`src/rtl/pipe_stage_reg.sv`:
```
// Handshaked pipeline stage register for the MIPS core.
// Holds one inter-stage bundle (optionally two with SKID=1). The regfile
// write address is decoded from the instruction fields at capture time.
// A saturating counter records the cycles in which the head entry is stalled.
module pipe_stage_reg #(
  parameter int DATA_W = 218,
  parameter int SKID   = 0,
  parameter int CNT_W  = 16
) (
  input  logic              clk,
  input  logic              rst,
  input  logic              flush,
  input  logic              in_valid,
  output logic              in_ready,
  input  logic [DATA_W-1:0] in_data,
  input  logic              in_wen,
  input  logic [5:0]        in_wtgt,
  output logic              out_valid,
  input  logic              out_ready,
  output logic [DATA_W-1:0] out_data,
  output logic [4:0]        out_waddr,
  output logic              out_wen,
  output logic [CNT_W-1:0]  stall_cnt
);

  localparam logic [CNT_W-1:0] CNT_ONE = {{(CNT_W-1){1'b0}}, 1'b1};

  // One-hot write target: [0]=rd, [4]=rt, [5]=$31. Several set bits OR together.
  function automatic logic [4:0] decode_waddr(input logic [31:0] inst,
                                              input logic [5:0]  wtgt);
    return ({5{wtgt[0]}} & inst[15:11]) |
           ({5{wtgt[4]}} & inst[20:16]) |
           ({5{wtgt[5]}} & 5'd31);
  endfunction

  // Increment that sticks at the all-ones value.
  function automatic logic [CNT_W-1:0] sat_inc(input logic [CNT_W-1:0] v);
    return (&v) ? v : v + CNT_ONE;
  endfunction

  logic [4:0]        w_in_waddr;
  logic              w_in_wen;
  logic              w_accept;
  logic              w_drain;
  logic              w_load_skid;
  logic              w_load_head;
  logic              w_head_from_skid;

  logic              r_head_vld_p1;
  logic [DATA_W-1:0] r_head_data_p1;
  logic [4:0]        r_head_waddr_p1;
  logic              r_head_wen_p1;

  logic              r_skid_vld_p0;
  logic [DATA_W-1:0] r_skid_data_p0;
  logic [4:0]        r_skid_waddr_p0;
  logic              r_skid_wen_p0;

  logic [CNT_W-1:0]  r_stall_cnt;

  // ---- stage p0: capture-side decode and handshake qualification ----
  assign w_in_waddr = decode_waddr(in_data[DATA_W-1 -: 32], in_wtgt);
  assign w_in_wen   = in_wen && (w_in_waddr != 5'd0);

  // With a skid entry in_ready depends only on state (breaks the ready path);
  // without it, a draining head frees the slot in the same cycle.
  generate
    if (SKID != 0) begin : g_skid_ready
      assign in_ready = !r_skid_vld_p0;
    end else begin : g_comb_ready
      assign in_ready = !r_head_vld_p1 || out_ready;
    end
  endgenerate

  assign w_accept         = in_valid && in_ready && !flush;
  assign w_drain          = r_head_vld_p1 && out_ready;
  // The skid slot only fills when the head is occupied and not leaving.
  assign w_load_skid      = (SKID != 0) && w_accept && r_head_vld_p1 && !w_drain;
  assign w_load_head      = w_accept && !w_load_skid;
  // An occupied skid entry means in_ready=0, so no accept competes with this move.
  assign w_head_from_skid = w_drain && r_skid_vld_p0;

  // Valid bits: flush clears both entries and drops any same-cycle accept.
  always_ff @(posedge clk) begin
    if (rst) begin
      r_head_vld_p1 <= 1'b0;
      r_skid_vld_p0 <= 1'b0;
    end else if (flush) begin
      r_head_vld_p1 <= 1'b0;
      r_skid_vld_p0 <= 1'b0;
    end else begin
      if (w_head_from_skid || w_load_head) begin
        r_head_vld_p1 <= 1'b1;
      end else if (w_drain) begin
        r_head_vld_p1 <= 1'b0;
      end
      if (w_load_skid) begin
        r_skid_vld_p0 <= 1'b1;
      end else if (w_head_from_skid) begin
        r_skid_vld_p0 <= 1'b0;
      end
    end
  end

  // ---- stage p1: head entry, fed from the skid entry first to keep FIFO order ----
  always_ff @(posedge clk) begin
    if (rst) begin
      r_head_data_p1  <= '0;
      r_head_waddr_p1 <= 5'd0;
      r_head_wen_p1   <= 1'b0;
    end else if (w_head_from_skid) begin
      r_head_data_p1  <= r_skid_data_p0;
      r_head_waddr_p1 <= r_skid_waddr_p0;
      r_head_wen_p1   <= r_skid_wen_p0;
    end else if (w_load_head) begin
      r_head_data_p1  <= in_data;
      r_head_waddr_p1 <= w_in_waddr;
      r_head_wen_p1   <= w_in_wen;
    end
  end

  // Skid entry payload; its valid bit alone says whether it is meaningful.
  always_ff @(posedge clk) begin
    if (w_load_skid) begin
      r_skid_data_p0  <= in_data;
      r_skid_waddr_p0 <= w_in_waddr;
      r_skid_wen_p0   <= w_in_wen;
    end
  end

  // Stall-cycle counter: only rst clears it, flush leaves it alone.
  always_ff @(posedge clk) begin
    if (rst) begin
      r_stall_cnt <= '0;
    end else if (r_head_vld_p1 && !out_ready) begin
      r_stall_cnt <= sat_inc(r_stall_cnt);
    end
  end

  assign out_valid = r_head_vld_p1;
  assign out_data  = r_head_data_p1;
  assign out_waddr = r_head_waddr_p1;
  // Qualified by valid so a flushed or drained head never advertises a write.
  assign out_wen   = r_head_vld_p1 && r_head_wen_p1;
  assign stall_cnt = r_stall_cnt;

endmodule

```
`config.mk`:
```
export PLATFORM = sky130hd
export DESIGN_NAME = pipe_stage_reg
export DESIGN_NICKNAME = d
export VERILOG_FILES = /design/src/rtl/pipe_stage_reg.sv
export SDC_FILE = /design/constraint.sdc
export NUM_CORES = 1
export LEC_CHECK = 0
export CORE_AREA = 4 4 181 183
export CTS_CLUSTER_SIZE = 40
export DETAILED_ROUTE_END_ITERATION = 6
export DIE_AREA = 0 0 185 187
export SLEW_MARGIN = 40
export SYNTH_ARGS = -nofsm -noshare
export SYNTH_HDL_FRONTEND = slang
export SYNTH_SLANG_ARGS = --single-unit
export TNS_END_PERCENT = 50
```
`constraint.sdc`:
```
create_clock -name clk -period 5.75 [get_ports clk]
set_clock_uncertainty 0.2 [all_clocks]
set_input_delay 1.725 -clock clk [delete_from_list [all_inputs] [get_ports clk]]
set_output_delay 1.725 -clock clk [all_outputs]
set_load 0.005 [all_outputs]
```
==> out/metrics.csv <==
metric;value;unit
status;finished, final reports clean;
min_path_type;flip-flop to flip-flop;
ir_drop;226.5;uV
synth_cell_type_count;36;
critical_path.reg2reg.startpoint;out_valid;
min_period;5.025;ns
ctsResizeCount;0;
maxSlewHeadroom;46.34;%
drv_slew;0;
r2r_setup_slack;3.41;ns
path_class;primary input to output pin;
power;3.996;mW
clk_latency;0.53;ns
clk_pin_slew;0.05;ns
vias;8760;
switching_share;23.60;%
cts_buffers;28;
synth_nets;1306;
synth_warnings;0;
required;3.83;ns
async_reset_ff_share;0;%
gp_congestion;0.7897;
drt_first_iter_violations;427;
worstMarginPinSlew;0.8049;ns
vias_per_cell;4.544;
crit_slowest_cell;clkdlybuf4s50_1;
critPathCaptureType;output pin;
grt_max_degree;119;
dp_cells;1877;
ios;472;
seq_power_share;44.6;%
synth_edf_count;0;
whs_path_depth;2;
place_area;13550;um^2
htreeDepth;1;
dp_hpwl;22.73;mm
start_kind;primary input;
drv_cap;0;
cts_max_path_buffers;3;
rsz0062_at_grt;false;
ys_seq_elements;241;
path_buf_inv;3;
crit_family;buffers and inverters;
dieArea;34600;um^2
r2r_cells;6;
hold_path_startpoint;out_data[168];
crit_top_cell;clkdlybuf4s50_1;
cts_hold_buf;0;
final_util;46.21;%
crit_chain;clkdlybuf4s50_1, nor2b_4, inv_2, clkdlybuf4s50_1;
grt_pass1_vias;8493;
avgSynthCellArea;7.920;um^2
antenna_found_initial;1;
fmax;199.0;MHz
remaining_drc_errors;0;
comb_power_share;12.9;%
initial_core_util;27.26;%
routed_wl;32.20;mm
detail_route.wl_per_cell;16.70;um
setup_viol;0;
grt_pass1_wl;48.13;mm
fin_tns_setup;0;ns
cts_setup_buffers;0;
grt_overflow_total;0;
ant_nets;0;
drive_above_1_share;3.869;%
nets;1736;
design.core.area;31230;um^2
gr-usage-all-layers;17.15;%
crit_fanout;17;
power.density;276.9;nW/um^2
worstPathArrival;3.10;ns
finalCritPeriodShare;87.38;%
place_ws;0.7305;ns
p_switching;0.9430;mW
reg2reg_to;out_data[186];
hold-path-endpoint;out_data[168];
final_cells;1928;
die_w;185;um
final_common_cell;clkdlybuf4s50_1;
p_leak;5.079;nW
cts_tree;built;
synth_cells;1075;
cpPeakStageDelay;0.57;ns
layout_common_cells;clkdlybuf4s50_1, nand2_1, dfxtp_1;
portBuffers;468;
ys.flop_type;dfxtp_1;
p_clk_share;42.5;%
whs;0.2515;ns
die_h;187;um
p_int;3.053;mW
syn_area;8514;um^2
row_count;65;
area_delta_synth_final;69.49;%
clk_root_buffer_cell;clkbuf_16;
seq_area_frac_synth;56.66;%
clkSinkCount;241;
finalWorstSetupSlack;0.7254;ns
drt_pass1_iterations;4;
fin_area;14430;um^2
hold_viol;0;
[logic make-up after synthesis]
kind of cell,synth area share [%]
buf+inv,3.630
xor+xnor,0.1029
mux,0.1322
fa+ha+maj,0.1469
flops,56.66
compound gates,15.90
simple gates,23.42
[area by class of cell]
class                   count  area [um^2]
diodes                      1        2.502
clock buffers              44        842.1
clock inverters             6        38.79
fillers                  3084        16800
inverters                   3        11.26
multi-input cells         753         3386
flip-flops and latches    241         4825
well taps                 402        503.0
repair buffers            478         4823
[cell usage after synthesis (all sizes together) (4+ instances only)]
cell | n | area share, %
nor3 | 5 | 0.29
o31ai | 7 | 0.62
nor4 | 4 | 0.29
nor2 | 13 | 0.57
or3 | 5 | 0.43
nand3 | 4 | 0.24
buf | 6 | 0.32
nand2 | 441 | 19
o21ai | 5 | 0.29
a21oi | 230 | 14
a221oi | 4 | 0.41
or4 | 7 | 0.62
nand4 | 6 | 0.62
clkbuf | 72 | 3.2
a211oi | 4 | 0.35
dfxtp | 241 | 57
[sequential cells by signal (all words and copies together), names as in the netlist]
signal	flops
out_valid	1
out_data	218
r_head_wen_p1	1
stall_cnt	16
out_waddr	5
[power groups by stage]
stage          sequential, mW  combinational [mW]  clock, mW
5_1_grt                  1.79               0.559       1.83
3_5_place_dp             1.82               0.521          0
2_1_floorplan            1.82               0.150          0
6_report                 1.78               0.515       1.70
3_3_place_gp             1.81               0.520          0
4_1_cts                  1.78               0.524       1.76
[worst reg2reg max path, cell delays in order, from the launching register on]
cell	delay [ns]
dfxtp_1	0.35
nor2b_4	0.25
inv_2	0.17
nand3b_1	0.55
buf_4	0.46
nand2_1	0.10
a21oi_1	0.17
[routing by layer]
metal / global-route usage [%] / share of wire (%)
met3: 6.301 / 9.6
met4: 5.675 / 3.4
met1: 19.44 / 39
met5: 0 / 0
met2: 29.70 / 48
[how the worst max path moves through the flow]
stage                    from       end  slack, ns  cells past startpoint
finish              out_ready  in_ready       0.73                      4
global route        out_ready  in_ready       0.67                      4
global placement    out_ready  in_ready       0.74                      4
CTS                 out_ready  in_ready       0.73                      4
detailed placement  out_ready  in_ready       0.73                      4
floorplan           out_ready  in_ready       1.71                      3
No activity file was read; power rests on OpenSTA's default activity.
